<file path="src/rtl/pipelined_add_sub_pkg.sv">
// -----------------------------------------------------------------------------
// pipelined_add_sub_pkg
// Shared definitions for the carry-pipelined adder/subtractor:
//   op_e          operation select carried on the 'sub' line (add / subtract)
//   params_legal  WIDTH/STAGES legality rule, evaluated at elaboration
//   full_add      one-bit full-adder cell, returns {carry_out, sum}
// -----------------------------------------------------------------------------
package pipelined_add_sub_pkg;

    typedef enum logic {
        OP_ADD = 1'b0,
        OP_SUB = 1'b1
    } op_e;

    // The chunk width must be a whole number of bits, and at least one stage
    // must exist, so STAGES has to divide WIDTH exactly.
    function automatic bit params_legal(input int width, input int stages);
        return (width >= 2) && (stages >= 1) && (stages <= width) &&
               ((width % stages) == 0);
    endfunction

    function automatic logic [1:0] full_add(input logic x, input logic y, input logic c);
        return {(x & y) | (c & (x ^ y)), x ^ y ^ c};
    endfunction

endpackage

</file>
<file path="src/rtl/pipelined_add_sub_if.sv">
// -----------------------------------------------------------------------------
// pipelined_add_sub_if
// Handshake and data bundle of the pipelined adder/subtractor.
//   in_valid/in_ready    operation handshake (a, b, sub sampled on accept)
//   out_valid/out_ready  result handshake (sum, cout, overflow, zero)
// Modports: master = client issuing operations, slave = the adder.
// -----------------------------------------------------------------------------
interface pipelined_add_sub_if #(
    parameter int WIDTH = 32
);
    logic             in_valid;
    logic             in_ready;
    logic [WIDTH-1:0] a;
    logic [WIDTH-1:0] b;
    logic             sub;
    logic             out_valid;
    logic             out_ready;
    logic [WIDTH-1:0] sum;
    logic             cout;
    logic             overflow;
    logic             zero;

    modport master (
        output in_valid, a, b, sub, out_ready,
        input  in_ready, out_valid, sum, cout, overflow, zero
    );

    modport slave (
        input  in_valid, a, b, sub, out_ready,
        output in_ready, out_valid, sum, cout, overflow, zero
    );

endinterface

</file>
<file path="src/rtl/pipelined_add_sub_chunk_adder.sv">
// -----------------------------------------------------------------------------
// chunk_adder
// Combinational N-bit ripple chain built from one-bit full-adder cells.
//   a, b      N-bit operand slices
//   ci        carry into bit 0
//   s         N-bit sum slice
//   co        carry out of bit N-1
//   c_msb_in  carry into bit N-1 (used for signed overflow on the top slice)
// -----------------------------------------------------------------------------
module chunk_adder
    import pipelined_add_sub_pkg::*;
#(
    parameter int N = 8
) (
    input  logic [N-1:0] a,
    input  logic [N-1:0] b,
    input  logic         ci,
    output logic [N-1:0] s,
    output logic         co,
    output logic         c_msb_in
);

    logic [N:0] carry;

    // Ripple the carry from bit 0 upwards, one full-adder cell per bit.
    always_comb begin
        s        = '0;
        carry    = '0;
        carry[0] = ci;
        for (int i = 0; i < N; i++) begin
            {carry[i+1], s[i]} = full_add(a[i], b[i], carry[i]);
        end
        co       = carry[N];
        c_msb_in = carry[N-1];
    end

endmodule

</file>
<file path="src/rtl/pipelined_add_sub.sv">
// -----------------------------------------------------------------------------
// pipelined_add_sub
// WIDTH-bit adder/subtractor split into STAGES carry-pipelined chunks of
// WIDTH/STAGES bits. One operation per cycle, latency STAGES cycles.
//   clk    rising-edge clock
//   reset  synchronous, active-high; flushes every in-flight operation
//   bus    pipelined_add_sub_if slave: in_valid/in_ready/a/b/sub in,
//          out_valid/out_ready/sum/cout/overflow/zero out
// -----------------------------------------------------------------------------
module pipelined_add_sub
    import pipelined_add_sub_pkg::*;
#(
    parameter int WIDTH  = 32,
    parameter int STAGES = 4
) (
    input logic              clk,
    input logic              reset,
    pipelined_add_sub_if.slave bus
);

    localparam int CHUNK = (STAGES >= 1) ? (WIDTH / STAGES) : 1;

    if (!params_legal(WIDTH, STAGES)) begin : g_bad_params
        $fatal(1, "pipelined_add_sub: illegal WIDTH=%0d / STAGES=%0d", WIDTH, STAGES);
    end

    logic             en;
    logic             out_valid_int;
    logic [WIDTH-1:0] b_eff;

    // The whole pipeline moves in lock step; it only freezes when the output
    // register holds a result nobody has taken yet.
    assign en            = !out_valid_int || bus.out_ready;
    assign bus.in_ready  = en && !reset;
    assign bus.out_valid = out_valid_int;

    // Subtraction is a + ~b + 1: b is inverted on entry and the +1 enters as
    // the carry into stage 0, so 'sub' needs no further pipelining.
    assign b_eff = (op_e'(bus.sub) == OP_SUB) ? ~bus.b : bus.b;

    for (genvar k = 0; k < STAGES; k++) begin : g_stage
        localparam int LO   = k * CHUNK;
        localparam int PEND = WIDTH - LO;

        // word holds finished sum slices below LO and still-unused a slices above.
        logic [WIDTH-1:0] word_in;
        logic [WIDTH-1:0] word_next;
        logic [WIDTH-1:0] word_q;
        logic [PEND-1:0]  b_in;
        logic             carry_in;
        logic             valid_in;
        logic [CHUNK-1:0] s;
        logic             co;
        logic             c_msb;
        logic             carry_q;
        logic             valid_q;

        if (k == 0) begin : g_first
            assign word_in  = bus.a;
            assign b_in     = b_eff;
            assign carry_in = bus.sub;
            assign valid_in = bus.in_valid && bus.in_ready;
        end else begin : g_next
            assign word_in  = g_stage[k-1].word_q;
            assign b_in     = g_stage[k-1].g_pend.b_q;
            assign carry_in = g_stage[k-1].carry_q;
            assign valid_in = g_stage[k-1].valid_q;
        end

        chunk_adder #(.N(CHUNK)) u_chunk (
            .a        (word_in[LO +: CHUNK]),
            .b        (b_in[CHUNK-1:0]),
            .ci       (carry_in),
            .s        (s),
            .co       (co),
            .c_msb_in (c_msb)
        );

        // Drop this stage's sum slice into place over the consumed a slice.
        always_comb begin
            word_next              = word_in;
            word_next[LO +: CHUNK] = s;
        end

        // Stage register: data, carry and valid advance together; a cleared
        // valid bit travels down the pipe as a bubble.
        always_ff @(posedge clk) begin
            if (reset) begin
                valid_q <= 1'b0;
                carry_q <= 1'b0;
                word_q  <= '0;
            end else if (en) begin
                valid_q <= valid_in;
                carry_q <= co;
                word_q  <= word_next;
            end
        end

        if (k < STAGES - 1) begin : g_pend
            logic [PEND-CHUNK-1:0] b_q;
            logic                  c_msb_unused;

            // Only the top slice needs its carry-into-MSB.
            assign c_msb_unused = c_msb;

            // Skew the still-unused b slices so each meets its carry one stage later.
            always_ff @(posedge clk) begin
                if (reset) begin
                    b_q <= '0;
                end else if (en) begin
                    b_q <= b_in[PEND-1:CHUNK];
                end
            end
        end else begin : g_last
            logic overflow_q;
            logic zero_q;

            // Flags are registered alongside the final sum so they always
            // describe the same result that sits in word_q.
            always_ff @(posedge clk) begin
                if (reset) begin
                    overflow_q <= 1'b0;
                    zero_q     <= 1'b0;
                end else if (en) begin
                    overflow_q <= c_msb ^ co;
                    zero_q     <= (word_next == '0);
                end
            end

            assign bus.sum      = word_q;
            assign bus.cout     = carry_q;
            assign bus.overflow = overflow_q;
            assign bus.zero     = zero_q;
            assign out_valid_int = valid_q;
        end
    end

endmodule

</file>
<file path="src/flat_wrapper.sv">
// flat-port wrapper written by rule: the top's interface ports become plain ports
module pipelined_add_sub_flat import pipelined_add_sub_pkg::*;
#(
    parameter int WIDTH  = 32,
    parameter int STAGES = 4
)
  (clk, reset, bus_in_valid, bus_a, bus_b, bus_sub, bus_out_ready, bus_in_ready, bus_out_valid, bus_sum, bus_cout, bus_overflow, bus_zero);
  pipelined_add_sub_if #(.WIDTH(WIDTH)) bus_i ();
  input logic clk;
  input logic reset;
  input wire logic [$bits(bus_i.in_valid)-1:0] bus_in_valid;
  input wire logic [$bits(bus_i.a)-1:0] bus_a;
  input wire logic [$bits(bus_i.b)-1:0] bus_b;
  input wire logic [$bits(bus_i.sub)-1:0] bus_sub;
  input wire logic [$bits(bus_i.out_ready)-1:0] bus_out_ready;
  output wire logic [$bits(bus_i.in_ready)-1:0] bus_in_ready;
  output wire logic [$bits(bus_i.out_valid)-1:0] bus_out_valid;
  output wire logic [$bits(bus_i.sum)-1:0] bus_sum;
  output wire logic [$bits(bus_i.cout)-1:0] bus_cout;
  output wire logic [$bits(bus_i.overflow)-1:0] bus_overflow;
  output wire logic [$bits(bus_i.zero)-1:0] bus_zero;
  assign bus_i.in_valid = bus_in_valid;
  assign bus_i.a = bus_a;
  assign bus_i.b = bus_b;
  assign bus_i.sub = bus_sub;
  assign bus_i.out_ready = bus_out_ready;
  assign bus_in_ready = bus_i.in_ready;
  assign bus_out_valid = bus_i.out_valid;
  assign bus_sum = bus_i.sum;
  assign bus_cout = bus_i.cout;
  assign bus_overflow = bus_i.overflow;
  assign bus_zero = bus_i.zero;
  pipelined_add_sub #(.WIDTH(WIDTH), .STAGES(STAGES)) u_core (.clk(clk), .reset(reset), .bus(bus_i));
endmodule
</file>
<file path="config.mk">
export PLATFORM = sky130hd
export DESIGN_NAME = pipelined_add_sub_flat
export DESIGN_NICKNAME = d
export VERILOG_FILES = /design/src/rtl/pipelined_add_sub_pkg.sv /design/src/rtl/pipelined_add_sub_if.sv /design/src/rtl/pipelined_add_sub_chunk_adder.sv /design/src/rtl/pipelined_add_sub.sv /design/src/flat_wrapper.sv
export SDC_FILE = /design/constraint.sdc
export NUM_CORES = 1
export LEC_CHECK = 0
export CORE_ASPECT_RATIO = 0.5
export CORE_MARGIN = 10
export CORE_UTILIZATION = 45
export CTS_CLUSTER_DIAMETER = 120
export DETAILED_ROUTE_END_ITERATION = 6
export PLACE_DENSITY = 0.68
export SKIP_CTS_REPAIR_TIMING = 1
export SLEW_MARGIN = 20
export SYNTH_ARGS = -nofsm -noshare
export SYNTH_HDL_FRONTEND = slang
export SYNTH_SLANG_ARGS = --single-unit
</file>
<file path="constraint.sdc">
create_clock -name clk -period 5.24 [get_ports clk]
set_input_delay 1.048 -clock clk [delete_from_list [all_inputs] [get_ports clk]]
set_output_delay 1.048 -clock clk [all_outputs]
set_load 0.01 [all_outputs]
</file>
==> summary.txt, run 1 <==
POWER
------------------------------------------------------------------------------------------
Power share of the combinational group ......................................        10.0%
Net Sw Power ................................................................   0.000869 W
P per Cell Area .............................................................  348 mW/mm^2
Internal power component ....................................................    0.00232 W
Clock power frac ............................................................        40.8%
Leakage power total .........................................................      3.49 nW
Worst IR Drop VDD ...........................................................   0.000250 V
Pwr Total ...................................................................    0.00319 W
Switching power share of the total ..........................................        27.2%
Sequential fraction of design power .........................................        49.1%

STA
------------------------------------------------------------------------------------------
Slew headroom ...............................................................        29.1%
Worst slew pin tran .........................................................      1060 ps
Upper clock frequency limit .................................................      225 MHz
Accumulated negative setup slack ............................................         0 ps
Number of hold violations in the final report ...............................            0
Shortest period the worst path allows .......................................      4450 ps
Final max-slew violation count ..............................................            0
Setup repair after global routing missed its margin .........................        false
Final setup violation count .................................................            0
Ratio of final minimum period to clock period ...............................        85.0%
Clock skew after layout .....................................................      18.2 ps
Setup WS post-layout ........................................................       788 ps

MIN PATH
------------------------------------------------------------------------------------------
Worst hold path class ....................................................... flip-flop to flip-flop
Cell depth of the worst min-delay path ......................................            2
Terminating pin of the worst hold path ...................................... u_core.bus.sum[3]
Worst Min Path Start ........................................................ u_core.bus.sum[3]

JOB
------------------------------------------------------------------------------------------
Maximum capacitance violations ..............................................            0

FLOORPLAN
------------------------------------------------------------------------------------------
Number of rows in the core area .............................................           33
Initial core utilization ....................................................        45.8%
Die Area ....................................................................  0.0225 mm^2
Die Ht ......................................................................       111 um
DIE WIDTH ...................................................................       202 um
Number of top-level pins ....................................................          106
Area inside the core boundary ...............................................  0.0164 mm^2

ROUTE
------------------------------------------------------------------------------------------
DRT antenna net count .......................................................            0
Remaining DRCs ..............................................................            0
Per-cell routed wire length .................................................      14.7 um
DR iter-0 viols .............................................................          497
Via/cell ratio ..............................................................         4.88
First-pass detailed-route iteration total ...................................            5
Vias ........................................................................         5763
Final WL ....................................................................     17400 um

LOGIC SYNTHESIS
------------------------------------------------------------------------------------------
Number of warnings printed during yosys synthesis ...........................            0
Simple logic cell fraction of the synthesized area ..........................        17.9%
Post-Syn Instances ..........................................................          878
Multiplexer fraction of the synthesized cell area ...........................       0.134%
Per-instance average area after synthesis ...................................    8.52 um^2
Top cells by area in the synthesized netlist ................................ dfxtp_1, nand2_1, a21oi_1
Post-Syn Nets ...............................................................          978
Post-synthesis compound-gate area fraction ..................................        13.8%
Share of synthesized cell area in full adder, half adder and majority cells .        8.29%
Yosys reg bits ..............................................................          186
Netlist cell types ..........................................................           22
Biggest area consumer among synthesized cells ...............................      dfxtp_1
Largest family of logic cells by synthesized area ........................... simple AND/OR/NAND/NOR gates
Synthesized area ............................................................ 0.00748 mm^2
Post-synthesis xor/xnor area fraction .......................................        3.86%
Part of the Yosys area used for sequential elements .........................        49.8%
Yosys top cell area share ...................................................        49.8%

PLACEMENT
------------------------------------------------------------------------------------------
Number of input and output port buffers inserted ............................          105
Area after DPL .............................................................. 0.00854 mm^2
Placed cells ................................................................         1150
Weighted congestion reported at the end of routability-driven placement .....        0.778
Setup slack at placement ....................................................       440 ps
Half-perimeter wire length after placement ..................................     11900 um

CLOCK NETWORK
------------------------------------------------------------------------------------------
Root buffer cell ............................................................    clkbuf_16
Count of H-tree levels built during CTS .....................................            4
CTS tree ....................................................................        built
Clock network latency to the later pin of the worst-skew pair ...............       440 ps
Number of clock sinks .......................................................          186
Clock slew seen by the registers of the worst setup and hold paths ..........        80 ps
Number of buffers added by the clock tree synthesis step ....................           17
Maximum buffer depth of the clock tree ......................................            2

CRITICAL PATH
------------------------------------------------------------------------------------------
Worst Setup End Kind ........................................................    flip-flop
Count of buffering cells on the critical path with inverters included .......            3
Crit-path cells ............................................................. fa_1, fa_1, fa_1, fa_1, inv_1, fa_1, inv_1, fa_1, fa_1, inv_1, fa_1, nor4bb_1, nand4_1, o41ai_2
Instance count on the critical path .........................................           14
Critical Path Start Type ....................................................    flip-flop
Logic depth of the worst register-to-register path ..........................           14
Critical register-to-register path startpoint ............................... u_core.g_stage[2].g_pend.b_q[0]
Family with the most delay on the worst path ................................  adder cells
FF-to-FF End ................................................................ u_core.bus.zero
Peak per-stage delay on the critical path ...................................       470 ps
Setup slack of the worst register-to-register path ..........................       790 ps
Arrival time worst endpoint .................................................      4790 ps
Critical path type .......................................................... flip-flop to flip-flop
Cell mode on critical path ..................................................         fa_1
Required time of the worst setup path .......................................      5580 ps
Crit Path Max Fanout ........................................................            2
Max stage delay cell, worst path ............................................         fa_1

FINAL LAYOUT
------------------------------------------------------------------------------------------
Layout area overhead ........................................................        22.5%
Antenna diode count .........................................................            0
Post-layout nets ............................................................         1042
Leading cell type in the layout, fill and taps excluded .....................      nand2_1
Final Instance Count excl. Fillers ..........................................         1182
Top library cells by usage in the layout, fill and taps aside ............... nand2_1, dfxtp_1, a21oi_1
Design Area, Final .......................................................... 0.00917 mm^2
Share of layout cells above drive strength 1 ................................        4.50%

GLOBAL ROUTE
------------------------------------------------------------------------------------------
Wire length of the first global-routing pass ................................     28000 um
Via count of the first global-routing pass ..................................         5392
Total gr overflow ...........................................................            0
Total GRT Usage .............................................................        15.2%
Pin count of the biggest net entering global routing ........................          105
Initial antenna violation count .............................................            1

OUTCOME
------------------------------------------------------------------------------------------
Status ......................................................................    completed

-- worst max-delay path by stage --
stage / from / end / slack, ps
after floorplan: bus_sub / u_core.g_stage[0].word_q[7] / 750
after global placement: bus_b[0] / u_core.g_stage[0].word_q[7] / 530
after CTS: u_core.g_stage[2].g_pend.b_q[0] / u_core.bus.zero / 760
after detailed placement: bus_b[1] / u_core.g_stage[0].word_q[7] / 440
final: u_core.g_stage[2].g_pend.b_q[0] / u_core.bus.zero / 790
after global routing: u_core.g_stage[2].g_pend.b_q[0] / u_core.bus.zero / 610
-- power groups by stage --
stage / combinational [W] / sequential (W) / clock, W
3_5_place_dp: 0.000320 / 0.00160 / 0
4_1_cts: 0.000323 / 0.00157 / 0.00133
6_report: 0.000320 / 0.00157 / 0.00130
2_1_floorplan: 0.000189 / 0.00158 / 0
3_3_place_gp: 0.000314 / 0.00159 / 0
5_1_grt: 0.000361 / 0.00158 / 0.00139
-- layout make-up --
type	instances	area, um^2
fill	1542	7190
sequential	186	3720
multi-input combinational	596	3300
timing repair buffer	111	1120
clock buffer	17	425
tap	227	284
clock inverter	15	199
inverter	30	113
-- cell usage after synthesis --
cell / count
nor2_1: 41
dfxtp_1: 186
nand4_1: 2
xnor2_1: 30
buf_4: 9
o41ai_2: 1
nor4bb_1: 1
buf_2: 37
a211oi_1: 38
nor2b_1: 1
nand2b_1: 1
clkbuf_1: 13
inv_1: 30
xor2_1: 3
fa_1: 31
nor4_1: 7
buf_6: 4
a21oi_1: 146
nand2_1: 292
mux2i_1: 1
nand3b_1: 1
buf_1: 3
-- kinds of logic (layout without fill, tap and decap cells) --
logic type | after synthesis | after routing
simple gates | 346 | 346
flops | 186 | 186
compound gates | 185 | 185
buf+inv | 96 | 173
xor+xnor | 33 | 33
fa+ha+maj | 31 | 31
mux | 1 | 1
-- worst min-delay path: stages (launching register included) --
cell and delay, ps:
dfxtp_1 310, nand2_1 50, a21oi_1 50
-- sequential cells by signal, indices dropped and copies added, names as in the netlist --
register                   count
u_core.bus.cout                1
u_core.bus.out_valid           1
u_core.bus.overflow            1
u_core.bus.sum                32
u_core.bus.zero                1
u_core.g_stage.carry_q         3
u_core.g_stage.g_pend.b_q     48
u_core.g_stage.valid_q         3
u_core.g_stage.word_q         96
-- metrics by stage --
stage / util, % / hold slack [ps]
3_5_place_dp: 52.2 / 445
3_3_place_gp: 52.2 / 440
2_1_floorplan: - / 432
5_1_grt: 56.1 / 465
4_1_cts: 56.1 / 454
6_report: 56.1 / 451
-- layer usage --
layer  track usage, %  up-vias  share of wire, %
met1             22.5     2695                52
met4             3.85        2              0.81
met2             21.2       94                42
li1                 -     2959                 -
met5                0        -             0.075
met3             4.00       13               5.1
No activity file was read; power rests on OpenSTA's default activity.
==> inputs of run 2 (changes only) <==
==> constraint.sdc (replaced) <==
create_clock -name clk -period 4.33 [get_ports clk]
set_input_delay 0.866 -clock clk [delete_from_list [all_inputs] [get_ports clk]]
set_output_delay 0.866 -clock clk [all_outputs]
set_load 0.01 [all_outputs]
==> run 2 against run 1 <==
Effect of this change:
- largest cell class unchanged
- register-to-register slack got worse by 590 ps
- non-clock buffer count increased by 4
- first-iteration DRC count decreased by 7.6%
- final cell count increased by 0.34%
- sequential power increased by 20%
- clock power increased by 18%
- global-route usage decreased by 0.14 points
- critical path depth unchanged
- combinational power increased by 22%
- worst setup slack got worse by 590 ps
- worst hold slack about the same
==> summary.txt, run 2 (synthesized netlist as in run 1, its figures left out) <==
STA
--------------------------------------------------------------------------------------
Number of hold violations in the final report ...........................            0
Upper clock frequency limit .............................................      242 MHz
Slew headroom ...........................................................        31.2%
Clock skew after layout .................................................      15.8 ps
Smallest hold slack .....................................................       451 ps
Ratio of final minimum period to clock period ...........................        95.3%
Final setup violation count .............................................            0
Worst slew pin tran .....................................................      1030 ps
Setup repair after global routing missed its margin .....................        false
Shortest period the worst path allows ...................................      4130 ps
Accumulated negative setup slack ........................................         0 ps
Final max-slew violation count ..........................................            0

MIN PATH
--------------------------------------------------------------------------------------
Worst hold path class ................................................... flip-flop to flip-flop
Terminating pin of the worst hold path .................................. u_core.g_stage[0].word_q[21]
Worst Min Path Start .................................................... u_core.g_stage[0].word_q[21]
Cell depth of the worst min-delay path ..................................            2

FINAL LAYOUT
--------------------------------------------------------------------------------------
Max FFs per register ....................................................           96
Leading cell type in the layout, fill and taps excluded .................      nand2_1
Top register by number of flip-flops .................................... u_core.g_stage.word_q
Layout area overhead ....................................................        23.0%
Post-layout nets ........................................................         1046
Top library cells by usage in the layout, fill and taps aside ........... nand2_1, dfxtp_1, a21oi_1
Antenna diode count .....................................................            0
Share of layout cells above drive strength 1 ............................        5.74%

CRITICAL PATH
--------------------------------------------------------------------------------------
Cell mode on critical path ..............................................         fa_2
Setup slack of the worst register-to-register path ......................       200 ps
Critical path type ...................................................... flip-flop to flip-flop
FF-to-FF End ............................................................ u_core.bus.zero
Critical register-to-register path startpoint ........................... u_core.g_stage[2].g_pend.b_q[0]
Crit Path Max Fanout ....................................................            2
Max stage delay cell, worst path ........................................         fa_2
Logic depth of the worst register-to-register path ......................           14
Arrival time worst endpoint .............................................      4460 ps
Critical Path Start Type ................................................    flip-flop
Crit-path cells ......................................................... fa_2, fa_2, fa_2, fa_2, inv_2, fa_1, inv_1, fa_2, fa_2, inv_1, fa_1, nor4bb_4, nand4_1, o41ai_2
Peak per-stage delay on the critical path ...............................       420 ps
Worst Setup End Kind ....................................................    flip-flop
Required time of the worst setup path ...................................      4660 ps

ROUTE
--------------------------------------------------------------------------------------
First-pass detailed-route iteration total ...............................            5
DRT antenna net count ...................................................            0
Per-cell routed wire length .............................................      14.4 um
DR iter-0 viols .........................................................          459
Via/cell ratio ..........................................................         4.82
Remaining DRCs ..........................................................            0
Vias ....................................................................         5715
Final WL ................................................................     17100 um

POWER
--------------------------------------------------------------------------------------
P per Cell Area .........................................................  415 mW/mm^2
Worst IR Drop VDD .......................................................   0.000311 V
Leakage power total .....................................................      3.49 nW
Pwr Total ...............................................................    0.00382 W

GLOBAL ROUTE
--------------------------------------------------------------------------------------
Wire length of the first global-routing pass ............................     27800 um
Via count of the first global-routing pass ..............................         5307
Total GRT Usage .........................................................        15.1%
Pin count of the biggest net entering global routing ....................          154
Initial antenna violation count .........................................            0
Total gr overflow .......................................................            0

CLOCK NETWORK
--------------------------------------------------------------------------------------
Clock network latency to the later pin of the worst-skew pair ...........       430 ps
Maximum buffer depth of the clock tree ..................................            2
Number of buffers added by the clock tree synthesis step ................           17
Clock slew seen by the registers of the worst setup and hold paths ......        80 ps
Root buffer cell ........................................................    clkbuf_16
CTS tree ................................................................        built
Count of H-tree levels built during CTS .................................            4
Number of clock sinks ...................................................          186

JOB
--------------------------------------------------------------------------------------
Maximum capacitance violations ..........................................            0

FLOORPLAN
--------------------------------------------------------------------------------------
Initial core utilization ................................................        45.8%
DIE WIDTH ...............................................................       202 um
Area inside the core boundary ...........................................  0.0164 mm^2
Die Ht ..................................................................       111 um
Number of top-level pins ................................................          106
Die Area ................................................................  0.0225 mm^2
Number of rows in the core area .........................................           33

OUTCOME
--------------------------------------------------------------------------------------
Status ..................................................................    completed

PLACEMENT
--------------------------------------------------------------------------------------
Weighted congestion reported at the end of routability-driven placement .        0.784
Number of input and output port buffers inserted ........................          105
Half-perimeter wire length after placement ..............................     11700 um

-- run 2: area by class of cell --
cell class                 count  area (um^2)
fill                        1547         7150
sequential                   186         3720
timing repair buffer         115         1150
inverter                      30          113
multi-input combinational    596         3330
tap                          227          284
clock inverter                15          175
clock buffer                  17          425
-- run 2: worst max-delay path by stage --
stage | startpoint | to | slack, ps
after floorplan | bus_sub | u_core.g_stage[0].word_q[7] | 30
after global placement | bus_b[1] | u_core.g_stage[0].word_q[7] | -180
after detailed placement | bus_b[0] | u_core.g_stage[0].word_q[7] | -190
after CTS | u_core.g_stage[2].g_pend.b_q[0] | u_core.bus.zero | -210
after global routing | u_core.g_stage[2].g_pend.b_q[0] | u_core.bus.zero | 10
final | u_core.g_stage[2].g_pend.b_q[0] | u_core.bus.zero | 200
-- run 2: routing by layer --
layer / up-vias / part of all wire, % / GRT usage (%) / wire length, um
met4: 0 / 0.98 / 4.59 / 167
met3: 14 / 4.8 / 3.30 / 814
met2: 109 / 42 / 20.5 / 7140
met1: 2631 / 52 / 22.8 / 8940
met5: - / 0 / 0 / 0
li1: 2961 / - / - / -
-- run 2: metrics by stage --
step	instance area [um^2]	setup WS (ps)	util [%]	std cells
after floorplan	7480	25.8	-	878
after global placement	8560	-176	52.4	1153
after detailed placement	8560	-193	52.4	1153
after CTS	9160	-210	56.0	1185
after global routing	9200	14.5	56.3	1186
final	9200	202	56.3	1186
-- run 2: critical path, delay by kind of cell (launching register included) --
kind | cells | cell delay, ps
AOI/OAI and AO/OA | 1 | 290
adders and majority gates | 8 | 2770
DFF | 1 | 330
and+or+nand+nor | 2 | 450
buffers and inverters | 3 | 210
-- run 2: power by group --
group | internal, W | total (W) | switching (W)
combinational | 0.000198 | 0.000390 | 0.000192
sequential | 0.00182 | 0.00189 | 0.0000704
clock | 0.000779 | 0.00154 | 0.000760
total | 0.00280 | 0.00382 | 0.00102
==> inputs of run 3 (changes only) <==
--- a/config.mk
+++ b/config.mk
@@ -6,7 +6,6 @@
 export NUM_CORES = 1
 export LEC_CHECK = 0
 export CORE_ASPECT_RATIO = 0.5
-export CORE_MARGIN = 10
 export CORE_UTILIZATION = 45
 export CTS_CLUSTER_DIAMETER = 120
 export DETAILED_ROUTE_END_ITERATION = 6
==> run 3 against run 2 <==
Effect of this change:
- fmax about the same
- wire length decreased by 3.2%
- via count increased by 0.37%
- worst hold slack about the same
- final area increased by 0.22%
- largest power group unchanged
- critical endpoint is now u_core.g_stage[0].word_q[7]
- sequential power about the same
==> summary.txt, run 3 (synthesized netlist as in run 1, its figures left out) <==
ROUTE
--------------------------------------------------------------------------------------
Vias ....................................................................         5736
First-pass detailed-route iteration total ...............................            4
DRT antenna net count ...................................................            0
Post-route met1 wirelength ..............................................      8890 um
Via/cell ratio ..........................................................         4.87
Per-cell routed wire length .............................................      14.0 um
Detailed-routed wire length on met2 .....................................      6790 um
Final WL ................................................................     16500 um
Remaining DRCs ..........................................................            0
DR iter-0 viols .........................................................          371
Max layer used ..........................................................         met4
Routed wl met3 ..........................................................       783 um

STA
--------------------------------------------------------------------------------------
Accumulated negative setup slack ........................................         0 ps
Number of hold violations in the final report ...........................            0
Setup repair after global routing missed its margin .....................        false
Final max-slew violation count ..........................................            0
Clock skew after layout .................................................      14.4 ps
Setup WS post-layout ....................................................       201 ps
Final setup violation count .............................................            0
Ratio of final minimum period to clock period ...........................        95.3%
Smallest hold slack .....................................................       451 ps
Worst slew pin tran .....................................................       895 ps
Slew headroom ...........................................................        40.3%
Upper clock frequency limit .............................................      242 MHz
Shortest period the worst path allows ...................................      4130 ps

CLOCK NETWORK
--------------------------------------------------------------------------------------
Clock network latency to the later pin of the worst-skew pair ...........       430 ps
CTS tree ................................................................        built
Number of clock sinks ...................................................          186
Maximum buffer depth of the clock tree ..................................            2
Number of buffers added by the clock tree synthesis step ................           17
Root buffer cell ........................................................    clkbuf_16
Count of H-tree levels built during CTS .................................            4
Clock slew seen by the registers of the worst setup and hold paths ......        80 ps

CRITICAL PATH
--------------------------------------------------------------------------------------
Setup slack of the worst register-to-register path ......................       230 ps
Arrival time worst endpoint .............................................      4400 ps
Critical Path Sink ...................................................... u_core.g_stage[0].word_q[7]
Critical register-to-register path startpoint ........................... u_core.g_stage[2].g_pend.b_q[0]
Worst Setup End Kind ....................................................    flip-flop
Logic depth of the worst register-to-register path ......................           14
Crit. Startpoint ........................................................     bus_b[0]
Critical Path Start Type ................................................    input pin
Crit Path Max Fanout ....................................................            2
Critical path type ...................................................... input pin to flip-flop
FF-to-FF End ............................................................ u_core.bus.zero
Required time of the worst setup path ...................................      4600 ps

FINAL LAYOUT
--------------------------------------------------------------------------------------
Antenna diode count .....................................................            0
Top library cells by usage in the layout, fill and taps aside ........... nand2_1, dfxtp_1, a21oi_1
Area of the multi-input gates ........................................... 0.00332 mm^2
Layout area overhead ....................................................        23.2%
Fill cell count .........................................................         1397
Max FFs per register ....................................................           96
Share of layout cells above drive strength 1 ............................        5.32%
Top register by number of flip-flops .................................... u_core.g_stage.word_q
Post-layout nets ........................................................         1045
Fraction of the core area covered by cells at the end of the flow .......        58.3%
Leading cell type in the layout, fill and taps excluded .................      nand2_1
Sequential cell area .................................................... 0.00372 mm^2

GLOBAL ROUTE
--------------------------------------------------------------------------------------
Pin count of the biggest net entering global routing ....................          154
Total GRT Usage .........................................................        20.1%
Via count of the first global-routing pass ..............................         5320
Initial antenna violation count .........................................            0
Total gr overflow .......................................................            0
Wire length of the first global-routing pass ............................     27000 um

POWER
--------------------------------------------------------------------------------------
Worst IR Drop VDD .......................................................   0.000318 V
P per Cell Area .........................................................  425 mW/mm^2
Leakage power total .....................................................      3.50 nW

PLACEMENT
--------------------------------------------------------------------------------------
Half-perimeter wire length after placement ..............................     10800 um
Weighted congestion reported at the end of routability-driven placement .        0.780
Setup slack at placement ................................................      -223 ps
Number of input and output port buffers inserted ........................          105

FLOORPLAN
--------------------------------------------------------------------------------------
Die Ht ..................................................................      93.2 um
Area inside the core boundary ...........................................  0.0158 mm^2
Die Area ................................................................  0.0172 mm^2
DIE WIDTH ...............................................................       184 um
Number of rows in the core area .........................................           32
Initial core utilization ................................................        47.3%
Number of top-level pins ................................................          106

MIN PATH
--------------------------------------------------------------------------------------
Cell depth of the worst min-delay path ..................................            2
Worst hold path class ................................................... flip-flop to flip-flop

OUTCOME
--------------------------------------------------------------------------------------
Status ..................................................................    completed

JOB
--------------------------------------------------------------------------------------
Maximum capacitance violations ..........................................            0

[run 3: power by group]
group / switching [W] / leakage [nW] / internal (W)
registers: 0.0000742 / 1.53 / 0.00182
logic: 0.000195 / 1.67 / 0.000197
clock network: 0.000745 / 0.298 / 0.000888
total: 0.00101 / 3.50 / 0.00291
[run 3: worst min path at each step]
stage                                 startpoint                            to  slack [ps]
floorplan           u_core.g_stage[0].word_q[14]  u_core.g_stage[0].word_q[14]         430
global placement    u_core.g_stage[1].word_q[30]  u_core.g_stage[1].word_q[30]         440
detailed placement  u_core.g_stage[0].word_q[28]  u_core.g_stage[0].word_q[28]         440
CTS                    u_core.g_stage[0].valid_q     u_core.g_stage[1].valid_q         450
global route        u_core.g_stage[0].word_q[14]  u_core.g_stage[0].word_q[14]         470
finish                 u_core.g_stage[0].valid_q     u_core.g_stage[1].valid_q         450
[run 3: metal layers]
layer | track usage [%] | up-vias
li1 | - | 2965
met1 | 31.4 | 2666
met2 | 28.1 | 100
met3 | 4.36 | 5
met4 | 3.68 | 0
met5 | 0 | -
[run 3: final cells by class]
cell class              count  area share [%]
clock buffers              17            4.61
repair buffers            114            12.5
multi-input cells         596            36.0
well taps                 221            3.00
clock inverters            15            2.25
inverters                  30            1.22
flip-flops and latches    186            40.4
[run 3: through the flow]
step	area, um^2	total power [W]	std cells
floorplan	7480	0.00215	878
finish	9220	0.00392	1179
detailed placement	8570	0.00232	1147
CTS	9210	0.00395	1179
global route	9220	0.00408	1179
global placement	8570	0.00231	1147
[run 3: critical path: stages]
cell	delay, ps
clkdlybuf4s50_1	500
mux2i_1	100
fa_1	390
fa_1	400
fa_1	410
fa_1	390
fa_1	390
fa_1	360
inv_1	80
fa_1	400
nand2_1	70
a21oi_1	60
